## src/rtl/hp2vga_clk_pkg.sv

```systemverilog
// rtl/hp2vga_clk_pkg.sv - shared state encoding and counter sizing for the HP2VGA clock supervisor
package hp2vga_clk_pkg;

    typedef enum logic [2:0] {
        ST_PLLRST   = 3'd0,
        ST_WAITLOCK = 3'd1,
        ST_STABLE   = 3'd2,
        ST_RELEASE  = 3'd3,
        ST_RUN      = 3'd4,
        ST_FAULT    = 3'd5,
        ST_BYPASS   = 3'd6
    } state_e;

    // One counter serves every phase, so it is sized for the longest one plus a spare bit.
    function automatic int cnt_width(input int a, input int b, input int c, input int d);
        int m;
        m = a;
        if (b > m) m = b;
        if (c > m) m = c;
        if (d > m) m = d;
        return $clog2(m) + 1;
    endfunction

endpackage

```

## src/rtl/cdc_sync2.sv

```systemverilog
// rtl/cdc_sync2.sv - two-flop synchroniser for a single asynchronous level
module cdc_sync2 (
    input  logic clk,
    input  logic rst_n,
    input  logic d,
    output logic q
);

    logic meta_q;
    logic sync_q;

    // Two back-to-back flops give the first one a full cycle to resolve metastability.
    always_ff @(posedge clk or negedge rst_n) begin
        if (!rst_n) begin
            meta_q <= 1'b0;
            sync_q <= 1'b0;
        end else begin
            meta_q <= d;
            sync_q <= meta_q;
        end
    end

    assign q = sync_q;

endmodule

```

## src/rtl/pll_lock_supervisor.sv

```systemverilog
// rtl/pll_lock_supervisor.sv - PLL reset/bypass sequencing, lock qualification and staggered reset release
module pll_lock_supervisor
    import hp2vga_clk_pkg::*;
#(
    parameter int PLL_RESET_CYCLES    = 16,
    parameter int LOCK_TIMEOUT_CYCLES = 65536,
    parameter int LOCK_STABLE_CYCLES  = 1024,
    parameter int MAX_RETRIES         = 3,
    parameter int NUM_CHANNELS        = 2,
    parameter int STAGGER_CYCLES      = 8
) (
    input  logic                    REFERENCECLK,
    input  logic                    RESET,
    input  logic                    LOCK,
    input  logic                    BYPASS_REQ,
    output logic                    PLL_RESETB,
    output logic                    PLL_BYPASS,
    output logic [NUM_CHANNELS-1:0] CHAN_RESETN,
    output logic                    READY,
    output logic                    FAULT,
    output logic [3:0]              RETRY_COUNT,
    output logic [7:0]              LOSS_COUNT,
    output logic [2:0]              STATE
);

    localparam int REL_CYCLES = NUM_CHANNELS * STAGGER_CYCLES;
    localparam int CW = cnt_width(PLL_RESET_CYCLES, LOCK_TIMEOUT_CYCLES, LOCK_STABLE_CYCLES, REL_CYCLES);
    localparam logic [CW-1:0] RST_LAST = CW'(PLL_RESET_CYCLES - 1);
    localparam logic [CW-1:0] TMO_LAST = CW'(LOCK_TIMEOUT_CYCLES - 1);
    localparam logic [CW-1:0] STB_LAST = CW'(LOCK_STABLE_CYCLES - 1);
    localparam logic [CW-1:0] REL_LAST = CW'(REL_CYCLES);
    localparam logic [CW-1:0] CNT_ONE  = CW'(1);

    logic lock_s;
    logic byp_s;
    logic byp_prev_q;
    logic byp_rise;

    state_e                  state_q, state_d;
    logic [CW-1:0]           cnt_q, cnt_d;
    logic [3:0]              retry_q, retry_d, retry_inc;
    logic [7:0]              loss_q, loss_d;
    logic                    pll_resetb_q, pll_resetb_d;
    logic                    pll_bypass_q, pll_bypass_d;
    logic [NUM_CHANNELS-1:0] chan_q, chan_d;
    logic                    ready_q, ready_d;
    logic                    fault_q, fault_d;

    cdc_sync2 u_sync_lock (.clk(REFERENCECLK), .rst_n(RESET), .d(LOCK),       .q(lock_s));
    cdc_sync2 u_sync_byp  (.clk(REFERENCECLK), .rst_n(RESET), .d(BYPASS_REQ), .q(byp_s));

    assign byp_rise = byp_s & ~byp_prev_q;

    // Next-state logic; outputs are derived from the next state so they register on the transition edge.
    always_comb begin
        state_d   = state_q;
        cnt_d     = cnt_q;
        retry_d   = retry_q;
        loss_d    = loss_q;
        retry_inc = (retry_q == 4'hF) ? retry_q : retry_q + 4'd1;

        if (byp_rise) begin
            state_d = ST_BYPASS;
            cnt_d   = '0;
        end else begin
            case (state_q)
                ST_PLLRST: begin
                    if (cnt_q == RST_LAST) begin
                        state_d = ST_WAITLOCK;
                        cnt_d   = '0;
                    end else begin
                        cnt_d = cnt_q + CNT_ONE;
                    end
                end
                ST_WAITLOCK: begin
                    if (lock_s) begin
                        state_d = ST_STABLE;
                        cnt_d   = '0;
                    end else if (cnt_q == TMO_LAST) begin
                        retry_d = retry_inc;
                        cnt_d   = '0;
                        if ((MAX_RETRIES != 0) && (int'(retry_inc) >= MAX_RETRIES)) begin
                            state_d = ST_FAULT;
                        end else begin
                            state_d = ST_PLLRST;
                        end
                    end else begin
                        cnt_d = cnt_q + CNT_ONE;
                    end
                end
                ST_STABLE: begin
                    if (!lock_s) begin
                        state_d = ST_WAITLOCK;
                        cnt_d   = '0;
                    end else if (cnt_q == STB_LAST) begin
                        state_d = ST_RELEASE;
                        cnt_d   = '0;
                    end else begin
                        cnt_d = cnt_q + CNT_ONE;
                    end
                end
                ST_RELEASE: begin
                    if (!lock_s) begin
                        state_d = ST_PLLRST;
                        cnt_d   = '0;
                    end else if (cnt_q == REL_LAST) begin
                        state_d = ST_RUN;
                        cnt_d   = '0;
                    end else begin
                        cnt_d = cnt_q + CNT_ONE;
                    end
                end
                ST_RUN: begin
                    if (!lock_s) begin
                        loss_d  = (loss_q == 8'hFF) ? loss_q : loss_q + 8'd1;
                        state_d = ST_PLLRST;
                        cnt_d   = '0;
                    end
                end
                ST_FAULT: begin
                    state_d = ST_FAULT;
                end
                ST_BYPASS: begin
                    if (!byp_s) begin
                        state_d = ST_PLLRST;
                        cnt_d   = '0;
                        retry_d = 4'd0;
                    end else if (cnt_q != REL_LAST) begin
                        cnt_d = cnt_q + CNT_ONE;
                    end
                end
                default: begin
                    state_d = ST_PLLRST;
                    cnt_d   = '0;
                end
            endcase
        end

        if (state_d == ST_RUN) retry_d = 4'd0;

        pll_resetb_d = (state_d == ST_WAITLOCK) || (state_d == ST_STABLE) ||
                       (state_d == ST_RELEASE)  || (state_d == ST_RUN);
        pll_bypass_d = (state_d == ST_BYPASS);
        fault_d      = (state_d == ST_FAULT);
        ready_d      = (state_d == ST_RUN) || ((state_d == ST_BYPASS) && (cnt_d == REL_LAST));

        chan_d = '0;
        for (int i = 0; i < NUM_CHANNELS; i++) begin
            if ((state_d == ST_RELEASE) || (state_d == ST_BYPASS)) begin
                chan_d[i] = (cnt_d >= CW'((i + 1) * STAGGER_CYCLES));
            end else begin
                chan_d[i] = (state_d == ST_RUN);
            end
        end
    end

    // State, counter and registered outputs; reset forces the PLL and every channel into reset.
    always_ff @(posedge REFERENCECLK or negedge RESET) begin
        if (!RESET) begin
            state_q      <= ST_PLLRST;
            cnt_q        <= '0;
            retry_q      <= 4'd0;
            loss_q       <= 8'd0;
            pll_resetb_q <= 1'b0;
            pll_bypass_q <= 1'b0;
            chan_q       <= '0;
            ready_q      <= 1'b0;
            fault_q      <= 1'b0;
            byp_prev_q   <= 1'b0;
        end else begin
            state_q      <= state_d;
            cnt_q        <= cnt_d;
            retry_q      <= retry_d;
            loss_q       <= loss_d;
            pll_resetb_q <= pll_resetb_d;
            pll_bypass_q <= pll_bypass_d;
            chan_q       <= chan_d;
            ready_q      <= ready_d;
            fault_q      <= fault_d;
            byp_prev_q   <= byp_s;
        end
    end

    assign PLL_RESETB  = pll_resetb_q;
    assign PLL_BYPASS  = pll_bypass_q;
    assign CHAN_RESETN = chan_q;
    assign READY       = ready_q;
    assign FAULT       = fault_q;
    assign RETRY_COUNT = retry_q;
    assign LOSS_COUNT  = loss_q;
    assign STATE       = state_q;

endmodule

```

## config.mk

```make
export PLATFORM = sky130hd
export DESIGN_NAME = pll_lock_supervisor
export DESIGN_NICKNAME = d
export VERILOG_FILES = /design/src/rtl/hp2vga_clk_pkg.sv /design/src/rtl/cdc_sync2.sv /design/src/rtl/pll_lock_supervisor.sv
export SDC_FILE = /design/constraint.sdc
export NUM_CORES = 1
export LEC_CHECK = 0
export CAP_MARGIN = 20
export CORE_MARGIN = 2
export CORE_UTILIZATION = 52
export DETAILED_ROUTE_END_ITERATION = 8
export PLACE_DENSITY_LB_ADDON = 0.12
export SYNTH_ARGS = -nofsm -noshare
export SYNTH_HDL_FRONTEND = slang
export SYNTH_SLANG_ARGS = --single-unit
```

## constraint.sdc

```tcl
create_clock -name REFERENCECLK -period 2.9 [get_ports REFERENCECLK]
set_input_delay 0.29 -clock REFERENCECLK [delete_from_list [all_inputs] [get_ports REFERENCECLK]]
set_output_delay 0.29 -clock REFERENCECLK [all_outputs]
set_load 0.02 [all_outputs]
```

==> out/summary.md, run 1 <==
The run finished, with violations left. The checks that failed: setup timing. The delay of the slowest cell on the worst path was 0.40 ns. The mean instance size in the synthesized netlist is 8.87 um2, and the routed wire length is 6.94 mm. Summed over all layers, the global routing overflow is 0.

The run gives 2 as the buffer levels on the longest clock path. TritonCTS created 5 clock buffers. In this run the number of H-tree levels came out at 2. The synthesized design contains 0 enable-type register cells. The peak ir drop on the vdd network was 0.466 mV; the post-synth design cell area was 2670 um2. In the routed layout, each cell is associated on average with a via count of 5.92.

The worst register-to-register path begins at cnt_q[1]. The floorplan step defined a die boundary enclosing 5720 um2. For this design the static power due to leakage is 1.53 nW.

At the pin with the least slew margin, the transition time is 0.949 ns. For the sequential cell area fraction in the yosys report, the log shows 0.403. Ranked by instance count, the synthesized netlist is headed by dfrtp_1, nand2_1, nor2_1. For this design the top-level I/O count stands at 25.

For the clock skew, the log shows 0.0107 ns. The async set-reset flop share out of synthesis works out to 1.00. For the final weighted congestion in routability-driven placement, the log shows 0.922. The post-placement worst setup slack was -0.159 ns; the via count of the first global-routing pass was 2319. In the synthesized netlist the dominant register cell turns out to be dfrtp_1. The fraction of final layout cells with drive strength greater than 1 works out to 0.243. The run gives 43 as the number of sinks handled by clock tree synthesis.

In this run the tool buffered the top-level ports with 24 buffer cells. In the final routed layout, each cell accounts on average for 15.7 um. The first global-routing pass estimated 10.9 mm of wire. Detailed routing inserted a total of 2611 vias.

For the met2 track utilization from global routing, the log shows 0.420. The detailed placer's ending HPWL was 5.07 mm; the post-detailed-route DRC marker count was 0. The most common cell in the synthesized netlist is dfrtp_1. In this run, synthesis produced a sequential element count of 43. The worst path needs 3.01 ns of the cycle, external delays included. The final-report hold violation count was 0. The worst setup path is launched from a flip-flop. For the count of warnings emitted by yosys, the log shows 0. TritonCTS built the clock tree. The data arrival at the endpoint of the critical path came out at 3.18 ns. Proportion of netlist area held by the largest area contributor: 0.403. The final count of pins violating max slew was 0; the maximum number of pins on one net before global-route repair was 44. The floorplan step defined a core boundary enclosing 5040 um2. Total global routing track utilization: 0.253. The final worst-path setup slack was -0.110 ns; the overall die height was 75.6 um.

The met3 track utilization from global routing was 0.0344; the final net count was 381. The logs give 312 for the net count after synthesis and 0 for the number of diodes added for antenna fixing. The critical path is of the reg2reg type.

Critical path's slowest cell: dfrtp_1. In this run, the number of DRC markers left after iteration 0 of detailed routing was 155. The tools report the met1 global-route usage as 0.349.

The tree is rooted in a clkbuf_8. Summed over all instances, the cell type with the most area after synthesis is dfrtp_1. The run gives 0.368 as the relative slew slack. Clock latency on the worst-skew pair, taken at its later pin, is 0.30 ns. The effective utilization at floorplan was 0.529; the clock-pin slew on the worst setup and hold paths was 0.09 ns. Setup repair after global routing could not meet its margin everywhere. The number of rows created at floorplan came out at 26. For this run, the top clock speed supported by timing is 0.332 GHz. Setup violations remaining at the end of the flow were counted as 3. The count of nets left with antenna violations after detail routing is 0, and the layout-stage area growth over the synthesis result is 31.6%. For the final routed database, the setup TNS stands at -0.276 ns. met2 is the most crowded layer.

The run gives 0 as the number of antenna violations at the first check in global routing. The post-route clock period utilization is 1.04, and the first-pass iteration count of the detailed router is 4. The max capacitance violation total was 0; the power per cell area was 582 nW/um2. The critical path starts at cnt_q[1]. For the worst setup path, the data required time is 3.07 ns. For this design, the CTS-stage hold fixing added 0 buffers. Sorting the synthesized cells by area gives the leading types as dfrtp_1, nand2_1, nand3_1, nor2_1, ha_1. The die extent in x was 75.6 um; the count of unique library cells instantiated by Yosys was 61. The cell count after synthesis came out at 301. The min-delay analysis places its worst path in the category in2async. The worst setup path is captured at a flip-flop. Walking the worst path, the cells encountered are ha_4 -> and4_4 -> nand3_4 -> nor3_2 -> nand3_1 -> inv_1 -> ha_2 -> inv_2 -> and3_4 -> a21oi_2 -> buf_4 -> nand2_4 -> o311a_1 -> nor4_1 -> and4bb_2 -> a31oi_1.

The top fanout value on the critical path is 3. Total power for the finished layout comes to 2.04 mW.
## worst paths after layout
kind	endpoint	slack (ns)	cells past startpoint
setup / recovery	CHAN_RESETN[0]	-0.11	16
max in group asynchronous	cnt_q[2]	2.12	1
min in group REFERENCECLK	u_sync_byp.q	0.36	0
hold reg to reg	u_sync_byp.q	0.36	0
hold / removal	cnt_q[9]	0.13	1
setup reg to reg	CHAN_RESETN[0]	-0.11	16
## power by group
group / switching (mW) / total, mW / leakage, nW / internal (mW)
combinational: 0.459 / 0.886 / 0.918 / 0.427
sequential: 0.105 / 0.791 / 0.569 / 0.686
clock: 0.202 / 0.367 / 0.0477 / 0.165
## state kept, by name, summed over array words and instances, names as in the netlist
register / count
cnt_q: 17
LOSS_COUNT: 8
RETRY_COUNT: 4
STATE: 3
CHAN_RESETN: 2
FAULT: 1
PLL_BYPASS: 1
PLL_RESETB: 1
READY: 1
byp_prev_q: 1
u_sync_byp.meta_q: 1
u_sync_byp.q: 1
u_sync_lock.meta_q: 1
u_sync_lock.q: 1
## placed cells by master, fill, tap and decap left out, types with 4 or more instances in the layout
cell type | netlist | routed
clkbuf_8 | 0 | 5
buf_4 | 0 | 49
a21oi_1 | 17 | 16
dfrtp_1 | 43 | 42
and2_1 | 6 | 5
xnor2_1 | 10 | 10
nand2b_1 | 4 | 4
ha_1 | 7 | 5
o21ai_0 | 13 | 12
a31oi_1 | 13 | 13
and3_1 | 9 | 8
nand2_1 | 30 | 29
nand4_1 | 5 | 5
nor2_1 | 24 | 23
clkdlybuf4s50_1 | 0 | 23
inv_1 | 12 | 9
nand3_1 | 18 | 17
nor2b_1 | 5 | 5
nor3_1 | 7 | 5
## critical path, delay by kind of cell (launching register included)
kind	cells	cell delay, ns
buffers and inverters	3	0.27
adders and majority gates	2	0.33
AOI/OAI and AO/OA	3	0.57
and+or+nand+nor	8	1.31
DFF	1	0.40
## routing by layer
metal / vias to the layer above / share of wire
met5: - / 0
met4: 0 / 0.015
met3: 11 / 0.040
met2: 67 / 0.49
met1: 1273 / 0.45
li1: 1260 / -
## layout make-up
class | instances | area, um2
flip-flops and latches | 43 | 1080
fillers | 420 | 1530
repair buffers | 74 | 614
multi-input cells | 234 | 1600
well taps | 70 | 87.6
inverters | 12 | 45.0
clock inverters | 3 | 15.0
clock buffers | 5 | 68.8
## logic make-up after synthesis
| logic type | synth area share |
|---|---|
| compound gates | 0.213 |
| mux | 0.00375 |
| flops | 0.403 |
| buf+inv | 0.0347 |
| simple gates | 0.273 |
| xor+xnor | 0.0394 |
| fa+ha+maj | 0.0328 |
## through the flow
step	utilization	std cells	instance area (um2)	hold slack [ns]
after global routing	0.696	441	3510	0.216
after detailed placement	0.643	422	3240	0.340
after CTS	0.678	436	3420	0.153
after floorplan	-	301	2680	-0.00559
after global placement	0.643	422	3240	0.333
final	0.696	441	3510	0.128
## what timing repair did
action / CTS / global route
setup endpoints to repair: 5 / 7
gates resized for setup: 14 / 14
setup buffers: 6 / 5
pin swaps: 9 / 6
Note: power is estimated with default switching activity, not from simulation.
==> run 2, diff against run 1 <==
CORE_MARGIN = not set   (was 2)
==> out/summary.md, run 2 (synthesized netlist as in run 1, its figures left out) <==
The run finished, with violations left. Violations in the final reports: setup timing (unchanged). The delay of the slowest cell on the worst path came out at 0.41 ns (was 0.40 ns). CP cell instances: ha_4 -> and4_4 -> nand3_4 -> nor3_2 -> nand3_1 -> inv_1 -> ha_2 -> inv_2 -> and3_4 -> a21oi_4 -> buf_6 -> nand3_4 -> a32o_2 -> nor4_2 -> and4bb_1 -> a31oi_1 (was ha_4 -> and4_4 -> nand3_4 -> nor3_2 -> nand3_1 -> inv_1 -> ha_2 -> inv_2 -> and3_4 -> a21oi_2 -> buf_4 -> nand2_4 -> o311a_1 -> nor4_1 -> and4bb_2 -> a31oi_1). The total clock buffers created by CTS was 5 (unchanged); the per-cell via count in the routed design was 6.17 (was 5.92).

The minimum hold slack is 0.119 ns (was 0.128 ns). Transition time at the pin with the least slew margin: 0.961 ns (was 0.949 ns). Setup repair after global routing could not meet its margin everywhere.

The required time at the endpoint of the critical path came out at 3.07 ns (about the same). The tools report the endpoint class of the critical path as a flip-flop (unchanged). The tools report the first-pass GRT wire length as 11.1 mm (was 10.9 mm). The relative slew slack came out at 0.360 (was 0.368).

The buffer levels on the longest clock path is 2 (unchanged). The tools report the total global routing track utilization as 0.274 (was 0.253). Total power draw: 2.11 mW (was 2.04 mW). Internal portion of total power: 1.30 mW (was 1.28 mW).

The share of power burned in registers came out at 0.379 (was 0.387). In this design, the critical path's most frequently occurring cell is nand3_4. The top fanout value on the critical path came out at 3 (unchanged). The fraction of power spent switching nets was 0.385 (was 0.375); the routed wire length was 7.25 mm (was 6.94 mm).

The post-route clock period utilization was 1.06 (was 1.04); the post-detailed-route DRC marker count was 0 (unchanged). The total setup violations reported at the end of the flow was 3 (unchanged). The number of diodes added for antenna fixing was 0 (unchanged); the final critical delay including setup and external delays was 3.08 ns (was 3.01 ns).

TritonCTS built the clock tree. The final instance count without filler cells is 433 (was 441). The run gives 25 (unchanged) as the top-level I/O count.

The total core area is 4820 um2 (was 5040 um2), and the clock latency at the later pin of the worst-skew pair is 0.30 ns (about the same). The power per cell area is 597 nW/um2 (was 582 nW/um2). The hold-fix buffer count after cts was 0 (unchanged).

Classification of the worst-slack hold path: in2async (unchanged). The critical path startpoint category was a flip-flop (unchanged). The number of antenna violations at the first check in global routing was 0 (unchanged); the effective utilization at floorplan was 0.554 (was 0.529).

Largest register by flop count: cnt_q (unchanged). The timing-limited maximum frequency came out at 0.325 GHz (was 0.332 GHz). The overall die height was 73.6 um (was 75.6 um). The tools report the final net count as 376 (was 381).

The violation count after the first detailed-routing iteration was 231 (was 155). The logs give 0.00747 ns (was 0.0107 ns) for the clock skew and 5.01 mm (was 5.07 mm) for the detailed placer's ending HPWL. The final core utilization was 0.735 (was 0.696); the global-route congestion overflow total was 0 (unchanged).

Count of nets left with antenna violations after detail routing: 0 (unchanged). The total net switching power is 0.813 mW (was 0.766 mW), and the clock-pin slew on the worst setup and hold paths is 0.08 ns (was 0.09 ns). The fraction of final layout cells with drive strength greater than 1 is 0.238 (was 0.243).

The number of rows created at floorplan was 25 (was 26); the maximum number of pins on one net before global-route repair was 44 (unchanged). The tools report the relative contribution of combinational cells to total power as 0.445 (was 0.433). The number of cell instances on the worst register-to-register path is 16 (unchanged), and the mean routed wirelength per cell is 16.7 um (was 15.7 um). The number of sinks handled by clock tree synthesis came out at 43 (unchanged).

The logs give 0 (unchanged) for the final-report hold violation count and 5420 um2 (was 5720 um2) for the die footprint. The first-pass iteration count of the detailed router is 4 (unchanged). The final count of pins violating max slew came out at 0 (unchanged). Cell at the root of the clock tree: clkbuf_8 (unchanged). The detailed-route via count came out at 2672 (was 2611). The max capacitance violation total is 0 (unchanged), and the minimum setup slack among reg-to-reg paths is -0.18 ns (was -0.11 ns). The layout-stage area growth over the synthesis result is 32.6% (was 31.6%), and the final weighted congestion in routability-driven placement is 0.916 (was 0.922).

Number of port buffers: 24 (unchanged). Start-to-end type of the worst setup path: reg2reg (unchanged). The die extent in x was 73.6 um (was 75.6 um).

Highest-count cells in the layout ignoring fill and taps: dfrtp_1, buf_4, nand2_1 (was buf_4, dfrtp_1, nand2_1). The data arrival at the endpoint of the critical path is 3.25 ns (was 3.18 ns). For the peak ir drop on the vdd network, the log shows 0.490 mV (was 0.466 mV). The maximum level of the CTS H-tree is 2 (unchanged), and the total instance count after detailed placement is 418 (was 422).

Clock network fraction of total power: 0.175 (was 0.179). The via count of the first global-routing pass is 2379 (was 2319), and the leakage dissipation is 1.52 nW (was 1.53 nW). The flip-flop count of the largest register after layout is 17 (unchanged). The critical path's slowest cell is dfrtp_1 (unchanged). The final worst-path setup slack came out at -0.180 ns (was -0.110 ns).
-- run 2: what timing repair did --
action | in CTS | in global routing
resized for setup | 11 | 24
endpoints found under the hold margin | 0 | 0
pin swaps | 9 | 13
setup endpoints to repair | 5 | 8
buffers inserted | 5 | 3
-- run 2: area by class of cell --
cell class,count,area (um2)
Multi-Input combinational cell,234,1670
Inverter,12,45.0
Tap cell,67,83.8
Clock buffer,7,76.3
Timing Repair Buffer,69,581
Clock inverter,1,5.00
Fill cell,368,1280
Sequential cell,43,1080
-- run 2: worst paths after layout --
path,endpoint,from
max in group asynchronous,u_sync_byp.meta_q,RESET
hold / removal,cnt_q[9],RESET
hold reg to reg,u_sync_lock.q,u_sync_lock.meta_q
setup / recovery,CHAN_RESETN[0],cnt_q[0]
setup reg to reg,CHAN_RESETN[0],cnt_q[0]
min in group REFERENCECLK,u_sync_lock.q,u_sync_lock.meta_q
-- run 2: stage by stage --
step | worst slack [ns] | area, um2 | TNS [ns]
floorplan | 0.00434 | 2680 | 0
global placement | -0.0797 | 3230 | -0.199
detailed placement | -0.170 | 3230 | -0.448
CTS | -0.0775 | 3390 | -0.179
global route | -0.379 | 3540 | -1.85
finish | -0.180 | 3540 | -0.481
-- run 2: power groups by stage --
stage	sequential, mW	clock (mW)	combinational [mW]
after CTS	0.795	0.376	0.853
after floorplan	0.865	0	0.376
after detailed placement	0.798	0	0.821
final	0.802	0.370	0.941
after global routing	0.815	0.397	1.02
after global placement	0.795	0	0.811
-- run 2: critical path, delay by kind of cell (launching register included) --
family,cells,cell delay [ns]
adder cells (fa/ha/maj),2,0.33
AND/OR/NAND/NOR,8,1.44
buffers and inverters,3,0.25
flip-flops,1,0.41
AO/OA/AOI/OAI,3,0.52
-- run 2: layer usage --
layer / track usage / vias to the layer above / wire (um)
li1: - / 1251 / -
met1: 0.359 / 1306 / 3130
met2: 0.431 / 92 / 3500
met3: 0.0782 / 23 / 443
met4: 0.103 / 0 / 179
met5: 0 / - / 0
==> run 3, diff against run 2 <==
CORE_ASPECT_RATIO = 0.75   (was not set)
==> out/summary.md, run 3 (synthesized netlist as in run 1, its figures left out) <==
The final instance count without filler cells came out at 445 (was 433). The start-to-end type of the worst setup path is reg2reg (unchanged). The top-level I/O count was 25 (unchanged).

The tools report the post-placement worst setup slack as -0.193 ns (was -0.170 ns). The critical path startpoint category is a flip-flop (unchanged). Number of cell instances on the worst register-to-register path: 17 (was 16). The per-cell via count in the routed design works out to 6.15 (was 6.17).

The clock-pin slew on the worst setup and hold paths came out at 0.09 ns (was 0.08 ns). The detailed placer's ending HPWL came out at 5.08 mm (was 5.01 mm). Highest-count cells in the layout ignoring fill and taps: buf_4, dfrtp_1, nand2_1 (was dfrtp_1, buf_4, nand2_1). The flip-flop count of the largest register after layout is 17 (unchanged).

The endpoint class of the critical path was a flip-flop (unchanged). The run gives 0.30 ns (about the same) as the clock latency at the later pin of the worst-skew pair. The highest metal layer with signal wires was met4 (unchanged). The violation count after the first detailed-routing iteration came out at 251 (was 231). The peak ir drop on the vdd network is 0.374 mV (was 0.490 mV), and the post-route clock period utilization is 1.05 (was 1.06). The origin of the critical flop-to-flop path was cnt_q[0] (unchanged).

The number of rows created at floorplan is 22 (was 25), and the final net count is 395 (was 376). The largest register by flop count is cnt_q (unchanged). The buffer levels on the longest clock path was 2 (unchanged). The power per cell area works out to 622 nW/um2 (was 597 nW/um2). The tools report the clock skew as 0.00524 ns (was 0.00747 ns). The final critical delay including setup and external delays is 3.06 ns (was 3.08 ns), and the effective utilization at floorplan is 0.542 (was 0.554). TritonCTS built the clock tree.

The tools report the register area as 1080 um2 (unchanged). The run gives 44 (unchanged) as the maximum number of pins on one net before global-route repair. The minimum setup slack among reg-to-reg paths was -0.16 ns (was -0.18 ns). For the required time at the endpoint of the critical path, the log shows 3.08 ns (was 3.07 ns).

The cell at the root of the clock tree is clkbuf_8 (unchanged). Capture endpoint of the worst hold path: u_sync_lock.q. The final count of pins violating max slew came out at 0 (unchanged). The final worst-path setup slack was -0.157 ns (was -0.180 ns). The relative slew slack came out at 0.648 (was 0.360). The total core area is 4930 um2 (was 4820 um2), and the timing-limited maximum frequency is 0.327 GHz (was 0.325 GHz). The data arrival at the endpoint of the critical path is 3.24 ns (was 3.25 ns).

The logs give 1620 um2 (was 1670 um2) for the multi-input gate area in the final layout and 636 um (was 443 um) for the wire length on met3. Top fanout value on the critical path: 3 (unchanged). Layout-stage area growth over the synthesis result: 38.1% (was 32.6%). The total setup violations reported at the end of the flow was 4 (was 3); the final core utilization was 0.748 (was 0.735).

For the max capacitance violation total, the log shows 0 (unchanged). For the routed wire length, the log shows 7.56 mm (was 7.25 mm). The final-report hold violation count is 0 (unchanged). The run gives 7 (was 4) as the first-pass iteration count of the detailed router. The total global routing track utilization is 0.285 (was 0.274), and the amount of wire on met2 after detailed routing is 3.33 mm (was 3.50 mm). For the routed metal-1 wirelength, the log shows 3.45 mm (was 3.13 mm). The detailed-route via count came out at 2736 (was 2672). Die extent in x: 84.7 um (was 73.6 um).

Worst hold path startpoint: u_sync_lock.meta_q. Number of sinks handled by clock tree synthesis: 43 (unchanged). The tools report the first-pass GRT wire length as 12.0 mm (was 11.1 mm). The transition time at the pin with the least slew margin is 0.523 ns (was 0.961 ns), and the total instance count after detailed placement is 415 (was 418).

The leakage dissipation is 1.64 nW (was 1.52 nW), and the maximum level of the CTS H-tree is 2 (unchanged). The count of nets left with antenna violations after detail routing was 0 (unchanged); the overall die height was 64.0 um (was 73.6 um). Setup repair after global routing could not meet its margin everywhere. The die footprint was 5430 um2 (was 5420 um2); the mean routed wirelength per cell was 17.0 um (was 16.7 um). The library cell used most frequently in the layout, excluding fill and tap cells, is buf_4.

The worst hold path was traced through 0 stages. The tools report the final weighted congestion in routability-driven placement as 0.888 (was 0.916). The tools report the via count of the first global-routing pass as 2471 (was 2379). The number of port buffers came out at 24 (unchanged). The destination of the worst register-to-register timing path was CHAN_RESETN[0] (unchanged). The number of fill cells was 338 (was 368). Classification of the worst-slack hold path: reg2reg (was in2async).

The flow ran to the end, but the final reports show violations. The number of diodes added for antenna fixing is 0 (unchanged). Fraction of final layout cells with drive strength greater than 1: 0.262 (was 0.238). The post-detailed-route DRC marker count is 4 (was 0).

The global-route congestion overflow total came out at 0 (unchanged). The tools report the total clock buffers created by CTS as 5 (unchanged). Violations in the final reports: DRC, setup timing (was setup timing). The number of antenna violations at the first check in global routing is 0 (unchanged).
-- run 3: worst max path at each step --
stage | start | end
finish | cnt_q[0] | CHAN_RESETN[0]
global route | cnt_q[0] | READY
CTS | cnt_q[1] | CHAN_RESETN[0]
detailed placement | cnt_q[1] | CHAN_RESETN[0]
global placement | cnt_q[0] | CHAN_RESETN[0]
floorplan | cnt_q[4] | RETRY_COUNT[1]
-- run 3: worst max-delay path, stage by stage (launching register included) --
cell,delay [ns]
dfrtp_1,0.41
ha_4,0.17
and4_4,0.23
nand3_2,0.09
nor3_2,0.11
nand3_1,0.12
buf_4,0.16
buf_4,0.12
buf_4,0.12
buf_4,0.12
buf_4,0.12
ha_1,0.16
a22oi_1,0.13
nor3_1,0.07
nor2_1,0.17
a31oi_1,0.16
and4bb_2,0.38
a31oi_1,0.09
-- run 3: layer usage --
layer  GRT usage  vias up
met5           0        -
met4      0.0869        0
met3      0.0504       17
met2       0.423      144
met1       0.423     1286
li1            -     1289
-- run 3: what timing repair did --
item / in CTS / in global routing
hold buffers: 0 / 1
resized for setup: 16 / 12
setup buffers: 10 / 10
hold endpoints to repair: 0 / 15
pin swaps: 15 / 9
endpoints found under the setup margin: 8 / 9
-- run 3: cell type report --
cell class,count,share of cell area
inverter,12,0.0122
tap,60,0.0204
clock buffer,6,0.0197
multi-input combinational,234,0.440
clock inverter,2,0.0163
sequential,43,0.292
timing repair buffer,88,0.199
-- run 3: per-stage QoR --
step	power (mW)	hold WS, ns	instance area, um2	TNS [ns]
finish	2.29	0.352	3690	-0.433
CTS	2.21	0.164	3540	-0.168
floorplan	1.24	-0.00559	2680	0
detailed placement	1.61	0.336	3250	-0.701
global placement	1.60	0.335	3250	-0.466
global route	2.42	0.374	3690	-1.29
-- run 3: where the power goes --
part / switching [mW] / total [mW] / internal, mW
clock: 0.213 / 0.558 / 0.344
combinational: 0.483 / 0.939 / 0.456
sequential: 0.111 / 0.796 / 0.685
